[config.mk]
export PLATFORM = sky130hd
export DESIGN_NAME = ppu_video_timing_gen
export DESIGN_NICKNAME = d
export VERILOG_FILES = /design/src/rtl/ppu_video_pkg.sv /design/src/rtl/ppu_delay_line.sv /design/src/rtl/ppu_video_timing_gen.sv
export SDC_FILE = /design/constraint.sdc
export NUM_CORES = 1
export LEC_CHECK = 0
export BUFFER_PORTS_ARGS = -buffer_cell sky130_fd_sc_hd__buf_2
export CORE_ASPECT_RATIO = 0.7
export CORE_MARGIN = 2
export CORE_UTILIZATION = 35
export DETAILED_ROUTE_END_ITERATION = 16
export GPL_ROUTABILITY_DRIVEN = 0
export GPL_TIMING_DRIVEN = 1
export REMOVE_ABC_BUFFERS = 1
export SLEW_MARGIN = 20
export SYNTH_ARGS = -nofsm -noshare
export SYNTH_HDL_FRONTEND = slang
export SYNTH_SLANG_ARGS = --single-unit
[constraint.sdc]
create_clock -name hdmi_clk -period 2.3 [get_ports hdmi_clk]
set_input_delay 0.23 -clock hdmi_clk [delete_from_list [all_inputs] [get_ports hdmi_clk]]
set_output_delay 0.23 -clock hdmi_clk [all_outputs]
set_load 0.005 [all_outputs]
[src/rtl/ppu_video_pkg.sv]
// Shared constants and helpers for the PPU display path.
// Holds default 640x480@60 raster timing and RGB565/RGB888 field widths.
// rgb565_to_888 widens each channel by replicating its top bits into the new LSBs.
package ppu_video_pkg;

  // Default 640x480@60 timing (pixels / lines)
  localparam int DEF_H_ACTIVE = 640;
  localparam int DEF_H_FP     = 16;
  localparam int DEF_H_SYNC   = 96;
  localparam int DEF_H_BP     = 48;
  localparam int DEF_V_ACTIVE = 480;
  localparam int DEF_V_FP     = 10;
  localparam int DEF_V_SYNC   = 2;
  localparam int DEF_V_BP     = 33;

  // Colour field widths
  localparam int R5_W   = 5;
  localparam int G6_W   = 6;
  localparam int B5_W   = 5;
  localparam int CH8_W  = 8;
  localparam int RGB565_W = R5_W + G6_W + B5_W;
  localparam int RGB888_W = 3 * CH8_W;

  // Bit replication keeps full-scale codes full scale (1F -> FF, 3F -> FF).
  function automatic logic [RGB888_W-1:0] rgb565_to_888(input logic [RGB565_W-1:0] p);
    logic [R5_W-1:0] r;
    logic [G6_W-1:0] g;
    logic [B5_W-1:0] b;
    r = p[15:11];
    g = p[10:5];
    b = p[4:0];
    return {r, r[R5_W-1:R5_W-3], g, g[G6_W-1:G6_W-2], b, b[B5_W-1:B5_W-3]};
  endfunction

endpackage

[src/rtl/ppu_delay_line.sv]
// Fixed-depth register delay line for the raster control bundle.
// Latency: DEPTH clocks (DEPTH = 0 is a plain wire).
// No backpressure: shifts every clock; reset loads RESET_VAL into every stage.
module ppu_delay_line
  import ppu_video_pkg::*;
#(
  parameter int               DEPTH     = 1,
  parameter int               WIDTH     = 1,
  parameter logic [WIDTH-1:0] RESET_VAL = '0
) (
  input  logic             clk,
  input  logic             rstn,
  input  logic [WIDTH-1:0] d,
  output logic [WIDTH-1:0] q
);

  generate
    if (DEPTH == 0) begin : g_wire
      logic unused_clk_rstn;
      assign unused_clk_rstn = clk ^ rstn;
      assign q = d;
    end else begin : g_pipe
      logic [WIDTH-1:0] stage [DEPTH];

      // Shift one stage per clock; reset fills all stages with the idle value
      always_ff @(posedge clk or negedge rstn) begin
        if (!rstn) begin
          for (int i = 0; i < DEPTH; i++) stage[i] <= RESET_VAL;
        end else begin
          stage[0] <= d;
          for (int i = 1; i < DEPTH; i++) stage[i] <= stage[i-1];
        end
      end

      assign q = stage[DEPTH-1];
    end
  endgenerate

endmodule

[src/rtl/ppu_video_timing_gen.sv]
// Raster timing generator + pixel pipeline: fetch coords, latency-matched sync/de, RGB565->RGB888.
// Latency: RD_LATENCY+1 clocks from pixel_req to video_de/hs/vs of the same raster position.
// No backpressure: free-running at pixel rate; optional PPU_VTG_SCANLINE_EN halves odd-line game pixels.
module ppu_video_timing_gen
  import ppu_video_pkg::*;
#(
  parameter int          H_ACTIVE   = DEF_H_ACTIVE,
  parameter int          H_FP       = DEF_H_FP,
  parameter int          H_SYNC     = DEF_H_SYNC,
  parameter int          H_BP       = DEF_H_BP,
  parameter int          V_ACTIVE   = DEF_V_ACTIVE,
  parameter int          V_FP       = DEF_V_FP,
  parameter int          V_SYNC     = DEF_V_SYNC,
  parameter int          V_BP       = DEF_V_BP,
  parameter bit          HS_POL     = 1'b0,
  parameter bit          VS_POL     = 1'b0,
  parameter int          RD_LATENCY = 1,
  parameter logic [23:0] BORDER_RGB = 24'h000000,
  parameter int          COORD_W    = 12
) (
  input  logic               hdmi_clk,
  input  logic               rstn,
  output logic [COORD_W-1:0] pixel_xpos,
  output logic [COORD_W-1:0] pixel_ypos,
  output logic               pixel_req,
  input  logic [15:0]        rd_data,
  input  logic               IsGameWindow,
  output logic               video_hs,
  output logic               video_vs,
  output logic               video_de,
  output logic [23:0]        video_rgb,
  output logic               frame_start
);

  localparam int H_TOTAL = H_SYNC + H_BP + H_ACTIVE + H_FP;
  localparam int V_TOTAL = V_SYNC + V_BP + V_ACTIVE + V_FP;
  localparam int H_START = H_SYNC + H_BP;
  localparam int H_END   = H_START + H_ACTIVE;
  localparam int V_START = V_SYNC + V_BP;
  localparam int V_END   = V_START + V_ACTIVE;

`ifdef PPU_VTG_SCANLINE_EN
  localparam int BW = 5;   // hs, vs, active, first pixel, y parity
`else
  localparam int BW = 4;   // hs, vs, active, first pixel
`endif
  // Idle bundle: syncs inactive, no de, so nothing glitches while the pipe fills after reset
  localparam logic [BW-1:0] IDLE_BUNDLE = {~HS_POL, ~VS_POL, {(BW-2){1'b0}}};

  logic [COORD_W-1:0] h_cnt;
  logic [COORD_W-1:0] v_cnt;
  logic               h_act;
  logic               v_act;
  logic               active;
  logic               hs_raw;
  logic               vs_raw;
  logic               first_px;
  logic [COORD_W-1:0] x_raw;
  logic [COORD_W-1:0] y_raw;
  logic [BW-1:0]      bundle_in;
  logic [BW-1:0]      bundle_out;
  logic               hs_d;
  logic               vs_d;
  logic               act_d;
  logic               first_d;
  logic [23:0]        pix_rgb;
  logic [23:0]        rgb_next;

  // Raster counters: h wraps every line, v advances on each h wrap
  always_ff @(posedge hdmi_clk or negedge rstn) begin
    if (!rstn) begin
      h_cnt <= '0;
      v_cnt <= '0;
    end else if (h_cnt == COORD_W'(H_TOTAL - 1)) begin
      h_cnt <= '0;
      if (v_cnt == COORD_W'(V_TOTAL - 1)) v_cnt <= '0;
      else                                v_cnt <= v_cnt + COORD_W'(1);
    end else begin
      h_cnt <= h_cnt + COORD_W'(1);
    end
  end

  // Stage S0: decode windows, syncs and fetch coordinates straight from the counters
  always_comb begin
    h_act      = (h_cnt >= COORD_W'(H_START)) && (h_cnt < COORD_W'(H_END));
    v_act      = (v_cnt >= COORD_W'(V_START)) && (v_cnt < COORD_W'(V_END));
    active     = h_act && v_act;
    x_raw      = h_cnt - COORD_W'(H_START);
    y_raw      = v_cnt - COORD_W'(V_START);
    pixel_req  = active;
    pixel_xpos = active ? x_raw : '0;
    pixel_ypos = active ? y_raw : '0;
    hs_raw     = (h_cnt < COORD_W'(H_SYNC)) ? HS_POL : ~HS_POL;
    vs_raw     = (v_cnt < COORD_W'(V_SYNC)) ? VS_POL : ~VS_POL;
    first_px   = active && (x_raw == '0) && (y_raw == '0);
  end

`ifdef PPU_VTG_SCANLINE_EN
  logic yodd_d;
  assign bundle_in = {hs_raw, vs_raw, active, first_px, pixel_ypos[0]};
  assign {hs_d, vs_d, act_d, first_d, yodd_d} = bundle_out;
`else
  assign bundle_in = {hs_raw, vs_raw, active, first_px};
  assign {hs_d, vs_d, act_d, first_d} = bundle_out;
`endif

  // Align control with the frame-buffer read return
  ppu_delay_line #(
    .DEPTH     (RD_LATENCY),
    .WIDTH     (BW),
    .RESET_VAL (IDLE_BUNDLE)
  ) u_ctrl_dly (
    .clk  (hdmi_clk),
    .rstn (rstn),
    .d    (bundle_in),
    .q    (bundle_out)
  );

  // Stage SD: choose game pixel, border or blank black
  always_comb begin
    pix_rgb = rgb565_to_888(rd_data);
`ifdef PPU_VTG_SCANLINE_EN
    if (yodd_d) pix_rgb = {1'b0, pix_rgb[23:17], 1'b0, pix_rgb[15:9], 1'b0, pix_rgb[7:1]};
`endif
    rgb_next = 24'h0;
    if (act_d) rgb_next = IsGameWindow ? pix_rgb : BORDER_RGB;
  end

  // Output register feeding the DVI transmitter
  always_ff @(posedge hdmi_clk or negedge rstn) begin
    if (!rstn) begin
      video_hs    <= ~HS_POL;
      video_vs    <= ~VS_POL;
      video_de    <= 1'b0;
      video_rgb   <= 24'h0;
      frame_start <= 1'b0;
    end else begin
      video_hs    <= hs_d;
      video_vs    <= vs_d;
      video_de    <= act_d;
      video_rgb   <= rgb_next;
      frame_start <= first_d;
    end
  end

endmodule

* After elaboration in Yosys (flattened, before gate mapping)
Index checks and enable logic that the tools add are counted.
** Word-level totals
- Register bits :: 56
- Bits of input ports :: 19
- Output and inout port bits :: 53
- Logic and storage cells :: 35
** Operators by class
- Add/subtract/negate cells :: 4
- Order comparisons :: 6
- Equality and inequality tests :: 2
- Mux-type cells :: 8
- Reductions and logical operators :: 7
** Operators with widths (number)
- $mux W12 :: 4
- $mux W24 :: 2
- $add A12 B1 Y12 const B :: 2
- $eq A12 B10 Y1 const B :: 2
- $logic_not A12 Y1 :: 2
- $lt A12 B10 Y1 const B :: 2
- $ge A12 B6 Y1 const B :: 1
- $ge A12 B8 Y1 const B :: 1
- $lt A12 B2 Y1 const B :: 1
- $lt A12 B7 Y1 const B :: 1
- $sub A12 B6 Y12 const B :: 1
- $sub A12 B8 Y12 const B :: 1
- $logic_and A1 B1 Y1 :: 5
- $mux W1 :: 2

* Logic depth before layout (Yosys ltp)
Gate-level depths: netlist of run 1.
- Depth in word-level cells :: 5
- Gate-level depth with buffers :: 8

* Hierarchy
Synthesis of run 1 repeated with hierarchy kept, for this count alone.
** Second synthesis, totals
- Cell total of the unflattened synthesis :: 291
- Area total of the unflattened synthesis :: 2772.7 um^2
** Modules (own cells, without submodules)
- ppu_video_timing_gen :: instances 1, cells an instance 287, area an instance 2670.1 um^2
- ppu_delay_line :: instances 1, cells an instance 4, area an instance 102.6 um^2

* Least setup slack after synthesis of run 1
OpenSTA, ideal clock, no wires.
- Kind :: reg-to-output
- From :: reg h_cnt[5]
- To :: out pixel_xpos[10]
- Data arrival time :: 1854 ps
- Slack :: 216 ps
- Stages on the path, launching flop included :: 9
- Path buffers :: 2
- Cell sequence :: dfrtp_1 inv_1 ha_1 nor4bb_1 o21ai_0 a221o_1 buf_2 buf_6 nor3_1
** On the way
- Longest elaborated chain between the ends :: 4
- Elaborated cells between the ends (all ways) :: 6
** Ends and longest elaborated chain
- start, declared :: RTL line ppu_video_timing_gen.sv:50 : logic [COORD_W-1:0] h_cnt;
- start signal, assigned :: RTL line ppu_video_timing_gen.sv:79 : h_cnt <= h_cnt + COORD_W'(1);
- $ge A12 B8 Y1 / $lt A12 B10 Y1 (equally long branches) :: RTL line ppu_video_timing_gen.sv:85 : h_act = (h_cnt >= COORD_W'(H_START)) && (h_cnt < COORD_W'(H_END));
- $logic_and A1 B1 Y1 :: RTL line ppu_video_timing_gen.sv:85
- $logic_and A1 B1 Y1 :: RTL line ppu_video_timing_gen.sv:87 : active = h_act && v_act;
- $mux W12 (*) :: RTL line ppu_video_timing_gen.sv:91 : pixel_xpos = active ? x_raw : '0;
- end, declared :: RTL line ppu_video_timing_gen.sv:23 : output logic [COORD_W-1:0] pixel_xpos,
Mark *: on every way between the ends. The rest lies on a longest branch, timed or not.

* Worst setup path after layout of run 1
- From :: reg h_cnt[5]
- To :: out pixel_xpos[3]
** On the way
- Longest elaborated chain between the ends :: 4
- Elaborated cells between the ends (all ways) :: 5
** Ends and longest elaborated chain (RTL line)
- $ge A12 B8 Y1 / $lt A12 B10 Y1 (equally long branches) :: ppu_video_timing_gen.sv:85
- $logic_and A1 B1 Y1 (*) :: ppu_video_timing_gen.sv:85
- $logic_and A1 B1 Y1 (*) :: ppu_video_timing_gen.sv:87
- $mux W12 (*) :: ppu_video_timing_gen.sv:91
Marks and branches as above.

==> results of run 1 <==
[layout make-up]
class,count,area [um^2]
clock buffer,6,129
clock inverter,2,35.0
fill,752,4080
inverter,9,33.8
multi-input combinational,214,1590
sequential,48,1210
tap,101,126
timing repair buffer,115,712
[timing repair]
item	CTS	global route
endpoints found under the hold margin	16	0
setup buffers	4	2
resized for setup	22	19
pin swaps	8	8
setup endpoints to repair	24	24
hold buffers	1	0
cloned	1	1
[sequential cells by signal (all words and copies together) (netlist names)]
signal and count:
video_rgb 16, h_cnt 12, v_cnt 12, u_ctrl_dly.q 4, frame_start 1, video_de 1, video_hs 1, video_vs 1
[synth_stat cells (9+ instances only)]
master | n | share of area
dfrtp_1 | 44 | 0.38
nor3_1 | 27 | 0.047
and3_1 | 20 | 0.044
nand3_1 | 18 | 0.031
xnor2_1 | 17 | 0.052
nand2_1 | 14 | 0.018
nor2_1 | 13 | 0.017
buf_2 | 12 | 0.021
o21ai_0 | 11 | 0.019
clkbuf_1 | 10 | 0.013
a21oi_1 | 9 | 0.016
buf_4 | 9 | 0.024
inv_1 | 9 | 0.012
[logic make-up after synthesis]
kind of cell / after synthesis / share of synthesized area
other cells: 1 / 0.00130
mux: 4 / 0.0139
buf+inv: 45 / 0.0836
compound gates: 40 / 0.0949
flops: 48 / 0.420
xor+xnor: 23 / 0.0701
simple gates: 138 / 0.282
fa+ha+maj: 8 / 0.0348
[per-layer routing]
metal / global-route usage / wire, um / vias to the layer above
met5: 0 / 0 / -
li1: - / - / 1260
met3: 0.0364 / 536 / 9
met2: 0.260 / 3410 / 82
met1: 0.273 / 3930 / 1275
met4: 0.0476 / 82 / 0
[power groups by stage]
stage                     clock network (uW)  registers (uW)  logic (uW)
after floorplan                            0             860       0.468
after global placement                     0             860        37.2
after detailed placement                   0             860        37.7
final                                    823             844        37.0
after CTS                                844             844        39.0
after global routing                     884             843        44.2
[stage by stage]
step / instances / hold slack, ns / instance area, um^2 / worst slack (ns)
after global routing: 495 / 0.188 / 3830 / -0.338
after detailed placement: 478 / 0.220 / 3410 / -0.0888
after floorplan: 271 / -0.0656 / 2670 / -0.0123
after CTS: 492 / 0.181 / 3730 / -0.178
after global placement: 478 / 0.217 / 3410 / 0.0595
final: 495 / 0.188 / 3830 / -0.239
[worst min-delay path by stage]
stage,from,to
finish,rd_data[5],video_rgb[10]
detailed placement,rstn,v_cnt[7]
global route,rd_data[14],video_rgb[22]
floorplan,rstn,frame_start
CTS,rd_data[6],video_rgb[11]
global placement,rstn,v_cnt[7]
==> run_results.csv, run 1 <==
group,metric,value,unit
outcome,status,"complete, but fails checks",
outcome,violations,"setup timing",
synth,synth_edf_count,0,
power_and_ir_drop,power.switching,335,uW
synth,syn_area,2870,um^2
die,core-area,7910,um^2
sta,finClkSkew,0.00607,ns
cells_and_area,final_cell_mix,"buf_2 (71), dfrtp_1 (43), buf_4 (39)",
hold_path,min_delay_path_depth,2,
sta,hold_violations,0,
power_and_ir_drop,power.internal,1370,uW
global_routing,grt_overflow_total,0,
power_and_ir_drop,pwr-share-comb,0.022,
power_and_ir_drop,total_leakage_power,0.00188,uW
setup_path,end_kind,"primary output",
power_and_ir_drop,finalPower,1700,uW
setup_path,rr_worst_depth,5,
sta,finalSetupTns,-4.55,ns
cells_and_area,final_common_cell,"buf_2",
power_and_ir_drop,p_per_area,445,nW/um^2
global_routing,grt_pass1_vias,2429,
power_and_ir_drop,power.share.clock,0.483,
routing,wl,7960,um
power_and_ir_drop,vdd_ir_drop_max,262,uV
sta,finalCriticalPeriod,2.54,ns
die,die_h,79.8,um
setup_path,path_depth,8,
synth,async_flop_share,1.00,
synth,ys_seq_area_frac,0.420,
clock_tree,htreeDepth,2,
routing,drcViolationCount,0,
die,die_area,8960,um^2
synth,netlist_instances,307,
clock_tree,cts_tree,"yes",
routing,drtIter0Drc,252,
setup_path,path_cells,"inv_2 > ha_4 > nor4bb_4 > o21ai_1 > a221o_2 > buf_6 > nor3b_4 > buf_2",
routing,avgRoutedWirePerCell,16.1,um
hold_path,min_path_type,"primary input to flop",
routing,first_pass_iters,5,
clock_tree,clk_pin_slew,0.06,ns
setup_path,critPathLaunchType,"flop",
setup_path,rrSetupSlack,0.11,ns
die,num_rows,27,
sta,rsz0062_at_grt,"yes",
sta,tightest_slew,0.706,ns
sta,setup_slack,-0.239,ns
sta,setup_viol,24,
power_and_ir_drop,seqPwrFrac,0.495,
routing,via_count,2626,
synth,ys_ff_latch,48,
cells_and_area,antenna_cells,0,
synth,synthFlopType,"dfrtp_1",
setup_path,r2r-start,"h_cnt[7]",
setup_path,r2r-end,"u_ctrl_dly.q[0]",
cells_and_area,drive_above_1_share,0.401,
global_routing,grt_max_degree,21,
setup_path,worst-setup-path-type,"flop to primary output",
sta,fin_crit_sh,1.10,
cells_and_area,nNetsFinal,420,
global_routing,grt_antenna_before_repair,0,
sta,fmax,394,MHz
clock_tree,cts-root-buf,"clkbuf_16",
power_and_ir_drop,swShare,0.196,
synth,syn-mean-instance-area,9.36,um^2
setup_path,cp_max_fo,7,
clock_tree,clk_latency,0.29,ns
placement,dp_hpwl,5740,um
setup_path,crit_slowest_cell,"a221o_2",
setup_path,required,2.07,ns
clock_tree,numClockSinks,48,
routing,ant_nets,0,
clock_tree,cts_buffers,5,
global_routing,grt_pass1_wl,12700,um
run,cap_violations,0,
routing,vias_per_cell,5.31,
placement,io_buffers,70,
cells_and_area,area.growth.synth_to_final,33.2,%
clock_tree,clockBufferDepth,2,
setup_path,slowest_delay,0.47,ns
setup_path,cp_top_family,"compound AO/OA/AOI/OAI gates",
sta,slew_viol_final,0,
synth,yosysWarnings,0,
sta,relSlewSlack,0.525,
cells_and_area,utilization,0.484,
setup_path,critPathLaunch,"h_cnt[5]",
synth,synthDistinctLibCells,53,
setup_path,path_buf_inv,3,
setup_path,cp-endpoint,"pixel_xpos[3]",
die,start_util,0.364,
global_routing,grt.total_usage,0.180,
setup_path,cp.arrival,2.31,ns
die,die_width,112,um
die,ios,72,
(Power assumes the default switching activity.)
==> run 2, diff against run 1 <==
RECOVER_POWER = 100   (was unset)
SETUP_SLACK_MARGIN = 0.2   (was unset)
==> run 2 against run 1 <==
Net effect:
- the flow still finishes with violations (setup timing)
- setup slack gained 0.0084 ns
- sequential power is essentially flat
- combinational power shrank 3%
- global-route usage is the same
==> run_results.csv, run 2 (synthesis gave the netlist of run 1 again) <==
group,metric,value,unit
sta,hold_violations,0,
cells_and_area,top_register,"video_rgb",
routing,vias_per_cell,5.35,
clock_tree,clk_pin_slew,0.06,ns
power_and_ir_drop,vdd_ir_drop_max,264,uV
routing,via_count,2650,
setup_path,r2r-end,"u_ctrl_dly.q[0]",
power_and_ir_drop,swShare,0.199,
setup_path,end_kind,"primary output",
cells_and_area,nNetsFinal,420,
routing,drtIter0Drc,238,
power_and_ir_drop,finalPower,1710,uW
clock_tree,clockBufferDepth,2,
routing,drcViolationCount,0,
cells_and_area,antenna_cells,0,
power_and_ir_drop,power.share.clock,0.485,
routing,first_pass_iters,4,
cells_and_area,final_cell_mix,"buf_2 (57), dfrtp_1 (43), buf_4 (31)",
sta,relSlewSlack,0.219,
die,die_width,112,um
sta,fin_crit_sh,1.10,
die,num_rows,27,
placement,dpl_cell_area,3410,um^2
cells_and_area,area.growth.synth_to_final,31.1,%
power_and_ir_drop,pwr-share-comb,0.021,
cells_and_area,top_regs,"video_rgb x16, h_cnt x12, v_cnt x12",
placement,dp_hpwl,5740,um
placement,dp_slack,-0.0888,ns
placement,io_buffers,70,
cells_and_area,utilization,0.477,
clock_tree,clk_latency,0.29,ns
sta,finClkSkew,0.00681,ns
setup_path,worst-setup-path-type,"flop to primary output",
power_and_ir_drop,power.switching,340,uW
cells_and_area,multi_input_area,1570,um^2
die,die_area,8960,um^2
outcome,status,"complete, but fails checks",
routing,ant_nets,0,
power_and_ir_drop,seqPwrFrac,0.494,
sta,fmax,395,MHz
global_routing,grt_max_degree,21,
sta,finalCriticalPeriod,2.53,ns
routing,wl,8030,um
setup_path,required,2.07,ns
die,start_util,0.364,
sta,setup_viol,24,
cells_and_area,regArea,1210,um^2
power_and_ir_drop,power.internal,1370,uW
sta,slew_viol_final,0,
clock_tree,numClockSinks,48,
global_routing,grt_pass1_vias,2429,
clock_tree,cts_tree,"yes",
setup_path,rrSetupSlack,0.10,ns
sta,tightest_slew,1.17,ns
clock_tree,htreeDepth,2,
global_routing,grt.total_usage,0.180,
die,die_h,79.8,um
cells_and_area,fillerInstances,774,
clock_tree,cts-root-buf,"clkbuf_16",
cells_and_area,final_common_cell,"buf_2",
global_routing,grt_pass1_wl,12700,um
die,core-area,7910,um^2
power_and_ir_drop,total_leakage_power,0.00180,uW
global_routing,grt_overflow_total,0,
setup_path,cp.arrival,2.30,ns
hold_path,min_delay_path_depth,2,
power_and_ir_drop,p_per_area,453,nW/um^2
sta,whs,0.186,ns
global_routing,grt_antenna_before_repair,0,
die,ios,72,
routing,avgRoutedWirePerCell,16.2,um
sta,setup_slack,-0.231,ns
setup_path,r2r-start,"h_cnt[7]",
cells_and_area,largest_reg_flops,16,
setup_path,critPathLaunchType,"flop",
run,cap_violations,0,
clock_tree,cts_buffers,5,
setup_path,cp-endpoint,"pixel_xpos[3]",
cells_and_area,drive_above_1_share,0.343,
outcome,violations,"setup timing",
setup_path,cp_max_fo,7,
cells_and_area,finalInstanceArea,3770,um^2
hold_path,min_path_type,"primary input to flop",
setup_path,rr_worst_depth,5,
sta,rsz0062_at_grt,"yes",
setup_path,critPathLaunch,"h_cnt[5]",
run 2: cell count changes in the layout (fill, tap and decap cells not counted), sizes merged:
cell,before,now
clkbuf,6,28
buf,114,92
run 2: stage by stage:
stage	TNS, ns	cells
after floorplan	-0.0123	271
after CTS	-3.19	492
after global placement	0	478
after detailed placement	-0.696	478
final	-4.64	495
after global routing	-7.12	495
run 2: power by group through the flow:
stage	registers, uW	clock network, uW	logic [uW]
5_1_grt	843	884	43.3
4_1_cts	844	844	39.0
6_report	844	828	36.0
3_5_place_dp	860	0	37.7
2_1_floorplan	860	0	0.468
3_3_place_gp	860	0	37.2
run 2: worst min-delay path by stage:
stage	end	slack, ns	startpoint
detailed placement	v_cnt[7]	0.22	rstn
global route	video_rgb[22]	0.19	rd_data[14]
floorplan	frame_start	-0.07	rstn
CTS	video_rgb[11]	0.18	rd_data[6]
finish	video_rgb[10]	0.19	rd_data[5]
global placement	v_cnt[7]	0.22	rstn
run 2: metal layers:
metal / GRT usage / part of all wire
met1: 0.273 / 0.50
met2: 0.260 / 0.43
met3: 0.0364 / 0.061
met4: 0.0476 / 0.011
met5: 0 / 0
run 2: cell type report:
class / instances / share of cell area
multi-input combinational: 214 / 0.417
clock inverter: 2 / 0.00930
clock buffer: 6 / 0.0342
sequential: 48 / 0.320
tap: 101 / 0.0335
timing repair buffer: 115 / 0.177
inverter: 9 / 0.00896
run 2: worst max-delay path: stages (launching register included):
cell	delay, ns
dfrtp_1	0.39
inv_2	0.08
ha_4	0.13
nor4bb_4	0.30
o21ai_1	0.13
a221o_2	0.47
buf_6	0.19
nor3b_4	0.18
buf_2	0.14
run 2: repair_timing:
action,in CTS,in global routing
endpoints found under the setup margin,25,30
pin swaps,8,8
gates resized for setup,22,20
setup buffers,4,2
gates cloned,1,1
endpoints found under the hold margin,16,0
hold buffers,1,0
==> run 3, diff against run 2 <==
CORE_UTILIZATION = 53   (was 35)
PLACE_DENSITY = 0.8   (was unset)
==> run 3 against run 2 <==
Net effect:
- the run still ends with setup timing left
- power shrank 12%
- highest routed layer unchanged
- die area shrank 33%
- setup slack gained 0.068 ns
==> run_results.csv, run 3 (synthesis gave the netlist of run 1 again) <==
group,metric,value,unit
sta,slew_viol_final,0,
cells_and_area,stdcell_count,466,
cells_and_area,utilization,0.703,
routing,dr_wl_met2,3480,um
power_and_ir_drop,power.internal,1180,uW
setup_path,crit_slowest_cell,"a221o_2",
setup_path,required,2.07,ns
die,die_width,92.0,um
global_routing,grt.total_usage,0.257,
setup_path,cp.arrival,2.23,ns
cells_and_area,top_regs,"video_rgb x16, h_cnt x12, v_cnt x12",
routing,drtIter0Drc,266,
hold_path,min_path_type,"primary input to flop",
global_routing,grt_max_degree,29,
cells_and_area,top_register,"video_rgb",
placement,dpl_cell_area,3340,um^2
global_routing,grt_pass1_wl,12100,um
sta,relSlewSlack,0.0429,
die,ios,72,
sta,setup_slack,-0.162,ns
placement,dp_hpwl,5350,um
cells_and_area,final_cell_mix,"buf_2 (56), dfrtp_1 (40), buf_4 (32)",
run,cap_violations,0,
sta,rsz0062_at_grt,"yes",
cells_and_area,area.growth.synth_to_final,28.0,%
clock_tree,htreeDepth,2,
sta,finalSetupTns,-2.66,ns
sta,finalCriticalPeriod,2.46,ns
cells_and_area,final_common_cell,"buf_2",
cells_and_area,nNetsFinal,420,
die,num_rows,22,
routing,met3_wirelength,633,um
die,start_util,0.550,
power_and_ir_drop,vdd_ir_drop_max,287,uV
setup_path,path_cells,"inv_2 > ha_4 > nor4bb_4 > o21ai_1 > a221o_2 > buf_6 > nor3_1 > buf_2",
placement,dp.cells,444,
setup_path,end_kind,"primary output",
sta,setup_viol,24,
setup_path,path_buf_inv,3,
power_and_ir_drop,power.switching,324,uW
clock_tree,numClockSinks,48,
sta,fmax,406,MHz
placement,io_buffers,70,
power_and_ir_drop,swShare,0.215,
cells_and_area,drive_above_1_share,0.368,
outcome,violations,"setup timing",
die,core-area,5230,um^2
sta,hold_violations,0,
sta,tightest_slew,1.44,ns
die,die_area,6040,um^2
setup_path,slowest_delay,0.43,ns
clock_tree,clk_pin_slew,0.09,ns
sta,finClkSkew,0.00930,ns
routing,ant_nets,0,
setup_path,cp_max_fo,9,
power_and_ir_drop,total_leakage_power,0.00173,uW
routing,first_pass_iters,5,
routing,vias_per_cell,5.86,
power_and_ir_drop,p_per_area,410,nW/um^2
routing,via_count,2732,
power_and_ir_drop,pwr-share-comb,0.023,
die,die_h,65.6,um
routing,top_layer,"met4",
setup_path,cp_top_family,"compound AO/OA/AOI/OAI gates",
sta,fin_crit_sh,1.07,
routing,wl,7670,um
setup_path,critPathLaunchType,"flop",
clock_tree,cts-root-buf,"clkbuf_8",
cells_and_area,largest_reg_flops,16,
clock_tree,clk_latency,0.30,ns
power_and_ir_drop,seqPwrFrac,0.559,
clock_tree,cts_tree,"yes",
setup_path,worst-setup-path-type,"flop to primary output",
global_routing,grt_pass1_vias,2442,
clock_tree,cts_buffers,5,
routing,wl_met1,3450,um
cells_and_area,finalInstanceArea,3680,um^2
outcome,status,"complete, but fails checks",
global_routing,grt_antenna_before_repair,0,
routing,avgRoutedWirePerCell,16.5,um
cells_and_area,antenna_cells,0,
placement,dp_slack,-0.0385,ns
routing,drcViolationCount,0,
power_and_ir_drop,power.share.clock,0.417,
global_routing,grt_overflow_total,0,
clock_tree,clockBufferDepth,2,
[run 3: cell count changes in the layout (fill, tap and decap cells not counted), moves of 2 or more]
cell,before,now
clkbuf_1,21,19
nor3_4,3,0
nor3_2,7,15
dfrtp_2,1,4
dfrtp_1,43,40
clkbuf_16,5,0
nor3_1,18,13
clkbuf_8,0,5
[run 3: power by group through the flow]
stage               sequential [uW]  clock, uW  combinational (uW)
floorplan                       860          0               0.468
global placement                860          0                35.7
detailed placement              860          0                36.5
CTS                             844        631                37.8
global route                    844        671                41.5
finish                          844        629                35.3
[run 3: final timing paths]
path	from	end	slack, ns	depth (start not counted)
max	h_cnt[0]	pixel_xpos[1]	-0.16	8
min	rd_data[8]	video_rgb[13]	0.17	2
max reg2reg	h_cnt[7]	v_cnt[10]	0.20	4
min reg2reg	u_ctrl_dly.q[0]	frame_start	0.36	0
max in group asynchronous	rstn	video_vs	0.45	3
min in group asynchronous	rstn	v_cnt[7]	0.78	2
[run 3: worst register-to-register path, stage by stage (launching register included)]
cell     delay (ns)
dfrtp_2        0.46
or3_4          0.43
or3_1          0.48
or4b_1         0.53
o21ai_0        0.11
[run 3: what timing repair did]
action                     CTS  global route
cloned                       1             0
setup endpoints to repair   26            32
buffers inserted             6             6
hold buffers                 1             0
resized for setup           19            22
hold endpoints to repair    26             0
pin swaps                    7             9
[run 3: routing by layer]
layer / global-route usage / up-vias
met3: 0.0700 / 16
met4: 0.0690 / 0
li1: - / 1259
met2: 0.369 / 139
met1: 0.382 / 1318
met5: 0 / -
[run 3: area by class of cell]
type	count	area, um^2
inverter	9	33.8
multi-input combinational	214	1560
sequential	48	1210
clock buffer	5	68.8
clock inverter	3	46.3
timing repair buffer	115	664
fill	410	1550
tap	72	90.1
[run 3: stage by stage]
stage / total power (uW) / hold slack [ns]
6_report: 1510 / 0.169
5_1_grt: 1560 / 0.154
4_1_cts: 1510 / 0.167
3_5_place_dp: 896 / 0.273
3_3_place_gp: 896 / 0.270
2_1_floorplan: 861 / -0.0656
